`src/rtl/money_credit_unit.sv`:
```
// ============================================================================
// Module   : money_credit_unit
// Purpose  : N-channel deposit edge detection, saturating credit register,
//            purchase debit, and greedy coin-by-coin change return.
// Revision : 1.0
// ============================================================================
`default_nettype none

module money_credit_unit #(
   parameter int                  NUM_CH     = 3,
   parameter int                  CREDIT_W   = 8,
   parameter logic [NUM_CH*8-1:0] DENOMS     = {8'd10, 8'd5, 8'd1},
   parameter int                  MAX_CREDIT = 99
) (
   input  logic                clk,
   input  logic                reset,
   input  logic [NUM_CH-1:0]   dep_in,
   input  logic                vend_req,
   input  logic [CREDIT_W-1:0] price,
   input  logic                refund_req,
   output logic [CREDIT_W-1:0] credit,
   output logic                busy,
   output logic                dep_accept,
   output logic                dep_reject,
   output logic                vend_ok,
   output logic                vend_deny,
   output logic [NUM_CH-1:0]   coin_out,
   output logic                refund_done
);

   localparam int SUM_W = ((CREDIT_W > 8) ? CREDIT_W : 8) + 1;
   localparam logic [SUM_W-1:0] MAX_EXT = SUM_W'(MAX_CREDIT);

   localparam logic [0:0] ST_IDLE   = 1'b0;
   localparam logic [0:0] ST_REFUND = 1'b1;

   logic [0:0]          state_q, state_d;
   logic [NUM_CH-1:0]   dep_prev_q;
   logic                vend_prev_q, refund_prev_q;
   logic                arm_q;
   logic [CREDIT_W-1:0] credit_q, credit_d;
   logic                busy_q, busy_d;
   logic                dep_accept_q, dep_accept_d;
   logic                dep_reject_q, dep_reject_d;
   logic                vend_ok_q, vend_ok_d;
   logic                vend_deny_q, vend_deny_d;
   logic [NUM_CH-1:0]   coin_out_q, coin_out_d;
   logic                refund_done_q, refund_done_d;

   logic [NUM_CH-1:0]   dep_edge;
   logic                vend_edge, refund_edge;
   logic [SUM_W-1:0]    credit_ext, coin_val, dep_val, dep_sum;
   logic [NUM_CH-1:0]   dep_others;
   int                  coin_sel, dep_sel;
   logic                do_coin;

   function automatic logic [SUM_W-1:0] denom_ext(input int idx);
      return SUM_W'(DENOMS[idx*8 +: 8]);
   endfunction

   // Edges are masked for one cycle after reset so a level held through
   // reset is absorbed into the history instead of firing.
   always_comb begin
      dep_edge    = dep_in & ~dep_prev_q & {NUM_CH{arm_q}};
      vend_edge   = vend_req & ~vend_prev_q & arm_q;
      refund_edge = refund_req & ~refund_prev_q & arm_q;
   end

   always_comb begin
      credit_ext = SUM_W'(credit_q);

      coin_sel = 0;
      for (int i = 0; i < NUM_CH; i++) begin
         if (denom_ext(i) <= credit_ext) coin_sel = i;
      end
      coin_val = denom_ext(coin_sel);

      dep_sel = 0;
      for (int i = NUM_CH - 1; i >= 0; i--) begin
         if (dep_edge[i]) dep_sel = i;
      end
      dep_val = denom_ext(dep_sel);
      dep_sum = credit_ext + dep_val;

      dep_others = '0;
      for (int i = 0; i < NUM_CH; i++) begin
         dep_others[i] = dep_edge[i] && (i != dep_sel);
      end
   end

   always_comb begin
      state_d       = state_q;
      credit_d      = credit_q;
      busy_d        = 1'b0;
      dep_accept_d  = 1'b0;
      dep_reject_d  = 1'b0;
      vend_ok_d     = 1'b0;
      vend_deny_d   = 1'b0;
      coin_out_d    = '0;
      refund_done_d = 1'b0;
      do_coin       = 1'b0;

      case (state_q)
         ST_IDLE: begin
            if (refund_edge) begin
               dep_reject_d = |dep_edge;
               if (credit_q == '0) refund_done_d = 1'b1;
               else                do_coin       = 1'b1;
            end else if (vend_edge) begin
               dep_reject_d = |dep_edge;
               if (credit_q >= price) begin
                  credit_d  = credit_q - price;
                  vend_ok_d = 1'b1;
               end else begin
                  vend_deny_d = 1'b1;
               end
            end else if (|dep_edge) begin
               if (dep_sum <= MAX_EXT) begin
                  credit_d     = CREDIT_W'(dep_sum);
                  dep_accept_d = 1'b1;
                  dep_reject_d = |dep_others;
               end else begin
                  dep_reject_d = 1'b1;
               end
            end
         end
         default: begin
            dep_reject_d = |dep_edge;
            if (credit_q == '0) begin
               refund_done_d = 1'b1;
               state_d       = ST_IDLE;
            end else begin
               do_coin = 1'b1;
            end
         end
      endcase

      // The first coin goes out in the same cycle the refund edge is seen.
      if (do_coin) begin
         for (int i = 0; i < NUM_CH; i++) begin
            coin_out_d[i] = (i == coin_sel);
         end
         credit_d = CREDIT_W'(credit_ext - coin_val);
         busy_d   = 1'b1;
         if (credit_ext == coin_val) begin
            refund_done_d = 1'b1;
            state_d       = ST_IDLE;
         end else begin
            state_d = ST_REFUND;
         end
      end
   end

   always_ff @(posedge clk or posedge reset) begin
      if (reset) begin
         state_q       <= ST_IDLE;
         dep_prev_q    <= '0;
         vend_prev_q   <= 1'b0;
         refund_prev_q <= 1'b0;
         arm_q         <= 1'b0;
         credit_q      <= '0;
         busy_q        <= 1'b0;
         dep_accept_q  <= 1'b0;
         dep_reject_q  <= 1'b0;
         vend_ok_q     <= 1'b0;
         vend_deny_q   <= 1'b0;
         coin_out_q    <= '0;
         refund_done_q <= 1'b0;
      end else begin
         state_q       <= state_d;
         dep_prev_q    <= dep_in;
         vend_prev_q   <= vend_req;
         refund_prev_q <= refund_req;
         arm_q         <= 1'b1;
         credit_q      <= credit_d;
         busy_q        <= busy_d;
         dep_accept_q  <= dep_accept_d;
         dep_reject_q  <= dep_reject_d;
         vend_ok_q     <= vend_ok_d;
         vend_deny_q   <= vend_deny_d;
         coin_out_q    <= coin_out_d;
         refund_done_q <= refund_done_d;
      end
   end

   assign credit      = credit_q;
   assign busy        = busy_q;
   assign dep_accept  = dep_accept_q;
   assign dep_reject  = dep_reject_q;
   assign vend_ok     = vend_ok_q;
   assign vend_deny   = vend_deny_q;
   assign coin_out    = coin_out_q;
   assign refund_done = refund_done_q;

endmodule

`default_nettype wire

```
`config.mk`:
```
export PLATFORM = sky130hd
export DESIGN_NAME = money_credit_unit
export DESIGN_NICKNAME = d
export VERILOG_FILES = /design/src/rtl/money_credit_unit.sv
export SDC_FILE = /design/constraint.sdc
export NUM_CORES = 1
export LEC_CHECK = 0
export BUFFER_PORTS_ARGS = -buffer_cell sky130_fd_sc_hd__buf_2
export CAP_MARGIN = 20
export CORE_MARGIN = 3
export CORE_UTILIZATION = 59
export CTS_BUF_LIST = sky130_fd_sc_hd__clkbuf_8
export CTS_CLUSTER_DIAMETER = 40
export DETAILED_ROUTE_END_ITERATION = 8
export GPL_TIMING_DRIVEN = 1
export PLACE_DENSITY = 0.81
export SYNTH_ARGS = -nofsm -noshare
export SYNTH_HDL_FRONTEND = slang
export SYNTH_SLANG_ARGS = --single-unit
```
`constraint.sdc`:
```
create_clock -name clk -period 3.57 [get_ports clk]
set_input_delay 0.1785 -clock clk [delete_from_list [all_inputs] [get_ports clk]]
set_output_delay 0.1785 -clock clk [all_outputs]
set_load 0.03 [all_outputs]
```
; Yosys cells after proc, flatten, opt, wreduce, memory -nomap -nowiden
; Index checks and enable logic that the tools add are counted.
[word_totals]
in_bits = 15
word_cells = 93
register_bits = 24
output_inout_bits = 17
[classes]
bitwise = 9
eq_ne = 8
n_reduce_logical = 11
magnitude_cmp = 4
shift = 2
n_mux = 43
add_sub_neg = 3
[op_table]
columns = op, count
row1 = 32-bit two-way mux, 3
row2 = 24-bit by 32-bit indexed part select with 8-bit output (first input constant), 2
row3 = 8-bit two-way mux, 7
row4 = 2-bit by 32-bit equality test with 1-bit output (first input constant), 1
row5 = 3-bit by 32-bit equality test with 1-bit output (first input constant), 1
row6 = 32-bit zero test, 1
row7 = 2-bit by 32-bit != test with 1-bit output (first input constant), 1
row8 = 3-bit by 32-bit != test with 1-bit output (first input constant), 1
row9 = 32-bit nonzero test, 1
row10 = 1-bit two-way mux, 31
row11 = 8-bit subtractor, 2
row12 = 8-bit by 8-bit adder with 9-bit output, 1
row13 = 9-bit by 7-bit less-or-equal comparator with 1-bit output (second input constant), 1
row14 = 8-bit equality test, 1
row15 = 8-bit greater-or-equal comparator, 1
row16 = 3-bit by 8-bit less-or-equal comparator with 1-bit output (first input constant), 1
row17 = 4-bit by 8-bit less-or-equal comparator with 1-bit output (first input constant), 1
row18 = 8-bit zero test, 1
row19 = 3-bit bitwise AND, 2
row20 = 3-bit nonzero test, 2
row21 = 3-bit OR reduction, 2
row22 = 5-bit AND reduction, 1
row23 = 1-bit bitwise AND, 4
row24 = 2-bit by 1-bit != test with 1-bit output (second input constant), 2
row25 = 6 further kinds, 9

; Longest topological paths before layout
; Gate-level depths: netlist of the first run.
[logic_depth]
depth_word = 15
ltp_mapped = 13
depth_no_buf = 12

; Worst setup path before layout of the first run
; No wires, ideal clock.
[synth_path]
path_type = reg-to-reg
startpoint = register dep_prev_q[0]
endpoint = register credit_q[0] (netlist: credit[0])
t_arrival_ns = 3.138
setup_ns = 0.126
n_path_buf = 2
path_slack_ns = 0.306
period_less_slack_ns = 3.264
path_stages_with_launch = 12
required_time_ns = 3.444
path_cell_list = dfrtp_1 > or2b_2 > and3_1 > ha_1 > buf_6 > o41ai_2 > nor2_1 > or4_4 > a32oi_4 > o31ai_4 > buf_6 > a221o_1
[synth_between]
elab_chain_cells = 12
elab_cells_between_ends = 17
cone_classes = add/sub: 1 / order compare: 1 / shift: 1 / mux: 7 / bitwise: 3 / reduce/logical: 4
[synth_rtl]
columns = element, line
row1 = start: declaration, 38  ; logic [NUM_CH-1:0] dep_prev_q;
row2 = start signal: assignment, 171  ; dep_prev_q <= dep_in;
row3 = 3-bit NOT *, 64  ; dep_edge = dep_in & ~dep_prev_q & {NUM_CH{arm_q}};
row4 = 3-bit bitwise AND * (2 in a row), 64
row5 = branches (longest 9 deep; another with 8-bit by 8-bit adder with 9-bit output), n/a
row6 = end signal: assignment, 175  ; credit_q <= credit_d;
row7 = end: declaration, 41  ; logic [CREDIT_W-1:0] credit_q, credit_d;
; Every way passes the cells marked *. The select of a mux whose other input is x is not followed.
; A chain may end at the register's enable or synchronous reset.

; Worst setup path after layout of the first run
[layout_path]
startpoint = register dep_prev_q[0]
endpoint = register credit_q[6] (netlist: credit[6])
; The elaborated chain is that of the path after synthesis.

==> results of run 1 <==
-- worst max-delay path by stage --
stage	start	to	slack, ns	depth (start not counted)
after floorplan	dep_prev_q[0]	credit[0]	0.31	11
after global placement	dep_prev_q[0]	credit[0]	0.13	11
after detailed placement	dep_prev_q[0]	credit[0]	0.03	11
after CTS	dep_prev_q[0]	credit[0]	0.02	11
after global routing	dep_prev_q[0]	credit[0]	0.003	12
final	dep_prev_q[0]	credit[6]	0.12	11
-- cell families (layout without fill, tap and decap cells) --
group,Yosys count,count (layout),share of synthesized area
AO/OA/AOI/OAI,76,76,0.2798
buffers and inverters,32,67,0.06682
multiplexers,4,4,0.02029
AND/OR/NAND/NOR,78,78,0.1945
flip-flops,24,24,0.2864
adder cells (fa/ha/maj),17,17,0.1086
XOR/XNOR,10,10,0.04177
other,1,1,0.001788
-- metrics by stage --
step | power [mW] | setup WS, ns | utilization | cells | hold WS [ns]
3_5_place_dp | 1.824 | 0.03475 | 0.6844 | 318 | 0.3041
3_3_place_gp | 1.802 | 0.1341 | 0.6844 | 318 | 0.3040
6_report | 2.100 | 0.1230 | 0.7113 | 323 | 0.02047
4_1_cts | 2.080 | 0.02420 | 0.7054 | 322 | 0.01609
2_1_floorplan | 1.493 | 0.3058 | - | 242 | 0.1931
5_1_grt | 2.257 | 0.002862 | 0.7113 | 323 | 0.01940
-- what timing repair did --
action                                  CTS  global route
hold buffers                              0             0
setup buffers                             0             1
resized for setup                         0             1
endpoints found under the setup margin    0             8
-- synthesized netlist by cell type (all sizes together), types with 2 or more instances --
master,count,share of area
o21bai,2,0.0072
clkbuf,6,0.011
xnor2,7,0.029
mux2i,2,0.0095
a31oi,3,0.0090
nand3b,2,0.0072
dfrtp,24,0.29
or3,2,0.0060
nor2,24,0.043
xor2,3,0.013
mux2,2,0.011
or4,2,0.0090
o211a,3,0.014
o31a,3,0.013
nand3,5,0.020
or2b,2,0.0084
a41oi,2,0.0084
a21o,4,0.014
o21a,7,0.025
o41ai,3,0.020
and3b,2,0.010
and3,2,0.0060
a2111oi,2,0.011
ha,15,0.089
o31ai,2,0.020
buf,4,0.017
o21ai,17,0.041
a21oi,15,0.036
inv,21,0.038
nor2b,5,0.015
nor3,9,0.021
nor4,3,0.0090
fa,2,0.019
o22ai,2,0.0060
nand2,17,0.030
-- final cells by class --
cell class                      count  area, sq um  area share
Tap cell                           46        57.56     0.02387
Clock inverter                      1        30.03     0.01245
Sequential cell                    24        600.6      0.2491
Multi-Input combinational cell    186         1356      0.5625
Timing Repair Buffer               41        242.7      0.1007
Clock buffer                        3        41.29     0.01713
Inverter                           22        82.58     0.03425
-- report_power, final --
part / internal, mW / total [mW] / switching [mW]
clock: 0.150 / 0.246 / 0.0962
combinational: 0.573 / 1.41 / 0.841
sequential: 0.344 / 0.440 / 0.0961
-- worst register-to-register path, delay by kind of cell, from the launching register on --
| kind | cells | cell delay [ns] |
|---|---|---|
| flip-flops | 1 | 0.38 |
| buffers and inverters | 1 | 0.16 |
| adder cells (fa/ha/maj) | 1 | 0.27 |
| multiplexers | 1 | 0.26 |
| AND/OR/NAND/NOR | 4 | 1.24 |
| AO/OA/AOI/OAI | 4 | 1.04 |
-- routing by layer --
metal,vias up,global-route usage,part of all wire
met5,-,0,0
met3,9,0.05470,0.074
met4,0,0.06736,0.014
li1,942,-,-
met1,884,0.3258,0.44
met2,70,0.3856,0.47
==> results.sh, run 1 <==
export IMPL_dieArea_sq_um=4305
export IMPL_clock_skew_ns=0.002872
export IMPL_grt_max_degree=25
export IMPL_synth_cell_area_sq_um=2097
export IMPL_maxSlewViolCount=0
export IMPL_grt_pass1_wl_um=7969
export IMPL_fin_area_sq_um=2411
export IMPL_syn_to_final_growth_pct=14.98
export IMPL_ant_nets=0
export IMPL_worst_pin_slew_ns=0.9120
export IMPL_async_flop_share=1.000
export IMPL_crit_path_cell_trace="or2b_2 > and3_1 > ha_1 > o41ai_2 > nor2_1 > or4_4 > a32oi_4 > o31ai_4 > buf_12 > mux2_2 > o211a_1"
export IMPL_timing_final_crit_share=0.9656
export IMPL_r2r_slack_ns=0.12
export IMPL_fin_crit_ns=3.447
export IMPL_crit_buf_inv=1
export IMPL_layout_drive_gt1_share=0.2166
export IMPL_via_per_inst=5.898
export IMPL_htreeDepth=1
export IMPL_slew_headroom=0.3913
export IMPL_wl_per_cell_um=15.48
export IMPL_pwr_density_cell_nw_per_um2=870.9
export IMPL_holdCritStartpoint="refund_req"
export IMPL_start_util=0.6187
export IMPL_rr_worst_depth=11
export IMPL_syn_inst=242
export IMPL_rows=21
export IMPL_end_kind="register"
export IMPL_hold_path_class="in -> reg"
export IMPL_place_area_sq_um=2320
export IMPL_layout_common_cells="31 x buf_2, 24 x nor2_1, 24 x dfrtp_1"
export IMPL_cts_max_path_buffers=2
export IMPL_drt_total_wl_um=5000
export IMPL_ys_warn_count=0
export IMPL_cts_sinks=24
export IMPL_setup_viol=0
export IMPL_crit_path_start_kind="register"
export IMPL_synth_top_flop_cell="dfrtp_1"
export IMPL_cts_tree="yes"
export IMPL_cpLargestDelayFamily="simple AND/OR/NAND/NOR gates"
export IMPL_worst_r2r_startpoint="dep_prev_q[0]"
export IMPL_ys_seq_elements=24
export IMPL_min_delay_worst_endpoint="refund_prev_q"
export IMPL_io_pins=32
export IMPL_ir_drop_mv=0.6482
export IMPL_setup_tns_ns=0
export IMPL_synth_distinct_cells=61
export IMPL_cap_violations=0
export IMPL_cts_buffers=3
export IMPL_drc_errors=0
export IMPL_numPortBuffers=31
export IMPL_synth_seq_area_share=0.2864
export IMPL_antenna_found_initial=0
export IMPL_synth_edff_count=0
export IMPL_drt_iter0_drc=123
export IMPL_max_freq_ghz=0.2901
export IMPL_synthesis_nets=274
export IMPL_vias=1905
export IMPL_critPathMaxFanout=14
export IMPL_grt_usage=0.2410
export IMPL_r2r_end="credit[6]"
export IMPL_criticalPathCategory="reg -> reg"
export IMPL_fillers=274
export IMPL_finalHoldViolCount=0
export IMPL_die_h_um=65.62
export IMPL_diodes=0
export IMPL_required_ns=3.74
export IMPL_rsz0062_at_grt="no"
export IMPL_syn_area_per_cell_sq_um=8.665
export IMPL_critPathArrivalTime_ns=3.62
export IMPL_num_nets_final=310
export IMPL_largest_reg_flops=8
export IMPL_clk_pin_slew_ns=0.09
export IMPL_place_gp_congestion=0.8565
export IMPL_core_area_sq_um=3390
export IMPL_critPathMaxStageDelay_ns=0.55
export IMPL_whs_path_depth=1
export IMPL_layout_cells_most_common="buf_2"
export IMPL_drt_pass1_iter_count=4
export IMPL_root_buffer="clkbuf_8"
export IMPL_first_global_vias=1710
export IMPL_status="complete, no violations"
export IMPL_slowest_stage="or4_4"
export IMPL_grt_overflow_total=0
export IMPL_hpwl_um=3776
export IMPL_clk_latency_ns=0.27
export IMPL_dieWidth_um=65.62
export IMPL_p_leak_nw=1.127
Power figures use the tool's default switching activity.
==> run 2: changes to the inputs <==
Settings changed: PLACE_DENSITY 0.81 to 0.82.
==> results.sh, run 2 (synthesis gave the netlist of run 1 again) <==
export IMPL_required_ns=3.74
export IMPL_critPathArrivalTime_ns=3.57
export IMPL_slowest_stage="or4_4"
export IMPL_status="complete, no violations"
export IMPL_rsz0062_at_grt="no"
export IMPL_utilization=0.7132
export IMPL_clk_latency_ns=0.27
export IMPL_layout_common_cells="31 x buf_2, 24 x nor2_1, 24 x dfrtp_1"
export IMPL_cts_max_path_buffers=2
export IMPL_cts_sinks=24
export IMPL_syn_to_final_growth_pct=15.27
export IMPL_wl_per_cell_um=15.37
export IMPL_start_util=0.6187
export IMPL_switching_power_mw=1.026
export IMPL_cpLargestDelayFamily="simple AND/OR/NAND/NOR gates"
export IMPL_hold_ws_ns=0.02742
export IMPL_setup_tns_ns=0
export IMPL_critPathMaxStageDelay_ns=0.55
export IMPL_numPortBuffers=31
export IMPL_place_inst=319
export IMPL_crit_buf_inv=1
export IMPL_pre_cts_ws_ns=0.1390
export IMPL_dieArea_sq_um=4305
export IMPL_clkPwrFrac=0.115
export IMPL_grt_max_degree=25
export IMPL_layout_cells_most_common="buf_2"
export IMPL_worst_pin_slew_ns=0.9099
export IMPL_fillers=261
export IMPL_cts_setup_buffers=0
export IMPL_hpwl_um=3831
export IMPL_final_cells=323
export IMPL_place_area_sq_um=2327
export IMPL_num_nets_final=310
export IMPL_setup_viol=0
export IMPL_grt_overflow_total=0
export IMPL_diodes=0
export IMPL_seqPwrFrac=0.218
export IMPL_place_gp_congestion=0.9300
export IMPL_maxSlewViolCount=0
export IMPL_end_kind="register"
export IMPL_cap_violations=0
export IMPL_via_per_inst=5.889
export IMPL_first_global_vias=1801
export IMPL_clock_skew_ns=0.004912
export IMPL_finalHoldViolCount=0
export IMPL_largest_reg_flops=8
export IMPL_critPathMaxFanout=7
export IMPL_max_freq_ghz=0.2938
export IMPL_cts_buffers=3
export IMPL_antenna_found_initial=0
export IMPL_grt_pass1_wl_um=8459
export IMPL_p_leak_nw=1.126
export IMPL_drt_total_wl_um=4964
export IMPL_io_pins=32
export IMPL_clk_pin_slew_ns=0.09
export IMPL_ant_nets=0
export IMPL_fin_crit_ns=3.404
export IMPL_drt_iter0_drc=168
export IMPL_multi_input_area_sq_um=1375
export IMPL_crit_path_start_kind="register"
export IMPL_drc_errors=0
export IMPL_ir_drop_mv=0.5656
export IMPL_cts_tree="yes"
export IMPL_fin_area_sq_um=2417
export IMPL_pwr_density_cell_nw_per_um2=861.0
export IMPL_htreeDepth=1
export IMPL_p_sw_frac=0.4930
export IMPL_timing_final_crit_share=0.9536
export IMPL_grt_usage=0.2524
export IMPL_finalWorstSetupSlack_ns=0.1658
export IMPL_rows=21
export IMPL_combPwrFrac=0.667
export IMPL_register_area_sq_um=600.6
export IMPL_p_int_mw=1.055
export IMPL_hold_path_class="in -> reg"
export IMPL_criticalPathCategory="reg -> reg"
export IMPL_layout_drive_gt1_share=0.2202
export IMPL_slew_headroom=0.3928
export IMPL_dieWidth_um=65.62
export IMPL_p_total_mw=2.081
export IMPL_die_h_um=65.62
export IMPL_root_buffer="clkbuf_8"
export IMPL_core_area_sq_um=3390
export IMPL_drt_pass1_iter_count=5
export IMPL_crit_path_cell_trace="or2b_2 > and3_1 > ha_1 > o21ai_0 > a21o_1 > or4_4 > a32oi_4 > o31ai_4 > buf_4 > mux2_2 > o211a_1"
export IMPL_vias=1902
## run 2: repair_timing
action,CTS,global route
resized for setup,0,4
hold buffers,0,0
setup endpoints to repair,0,8
## run 2: final timing paths
kind	start	endpoint	slack, ns	cells past startpoint
setup reg to reg	dep_prev_q[0]	credit[6]	0.17	11
min in group asynchronous	reset	credit[0]	0.09	2
hold / removal	dep_in[1]	dep_prev_q[1]	0.03	1
max in group asynchronous	reset	vend_ok	2.92	2
setup / recovery	dep_prev_q[0]	credit[6]	0.17	11
hold reg to reg	credit[7]	credit[7]	0.63	1
## run 2: final cells by class
type | count | area share
repair buffers | 41 | 0.09524
clock inverters | 1 | 0.01242
well taps | 46 | 0.02381
inverters | 22 | 0.03416
multi-input cells | 186 | 0.5688
clock buffers | 3 | 0.01708
flip-flops and latches | 24 | 0.2484
## run 2: worst reg2reg max path: stages (launching register included)
cell     delay (ns)
dfrtp_1        0.38
or2b_2         0.36
and3_1         0.19
ha_1           0.39
o21ai_0        0.14
a21o_1         0.26
or4_4          0.55
a32oi_4        0.29
o31ai_4        0.12
buf_4          0.17
mux2_2         0.25
o211a_1        0.20
## run 2: power by group through the flow
stage	Sequential, mW	Combinational [mW]	Clock (mW)
after floorplan	0.531	0.962	0
after CTS	0.453	1.37	0.242
final	0.454	1.39	0.239
after global placement	0.457	1.33	0
after global routing	0.470	1.54	0.251
after detailed placement	0.458	1.36	0
## run 2: metal layers
metal | track usage | vias to the layer above | share of wire
met4 | 0.05440 | 0 | 0.0073
li1 | - | 946 | -
met2 | 0.4121 | 70 | 0.47
met3 | 0.03761 | 6 | 0.059
met1 | 0.3534 | 880 | 0.46
met5 | 0 | - | 0
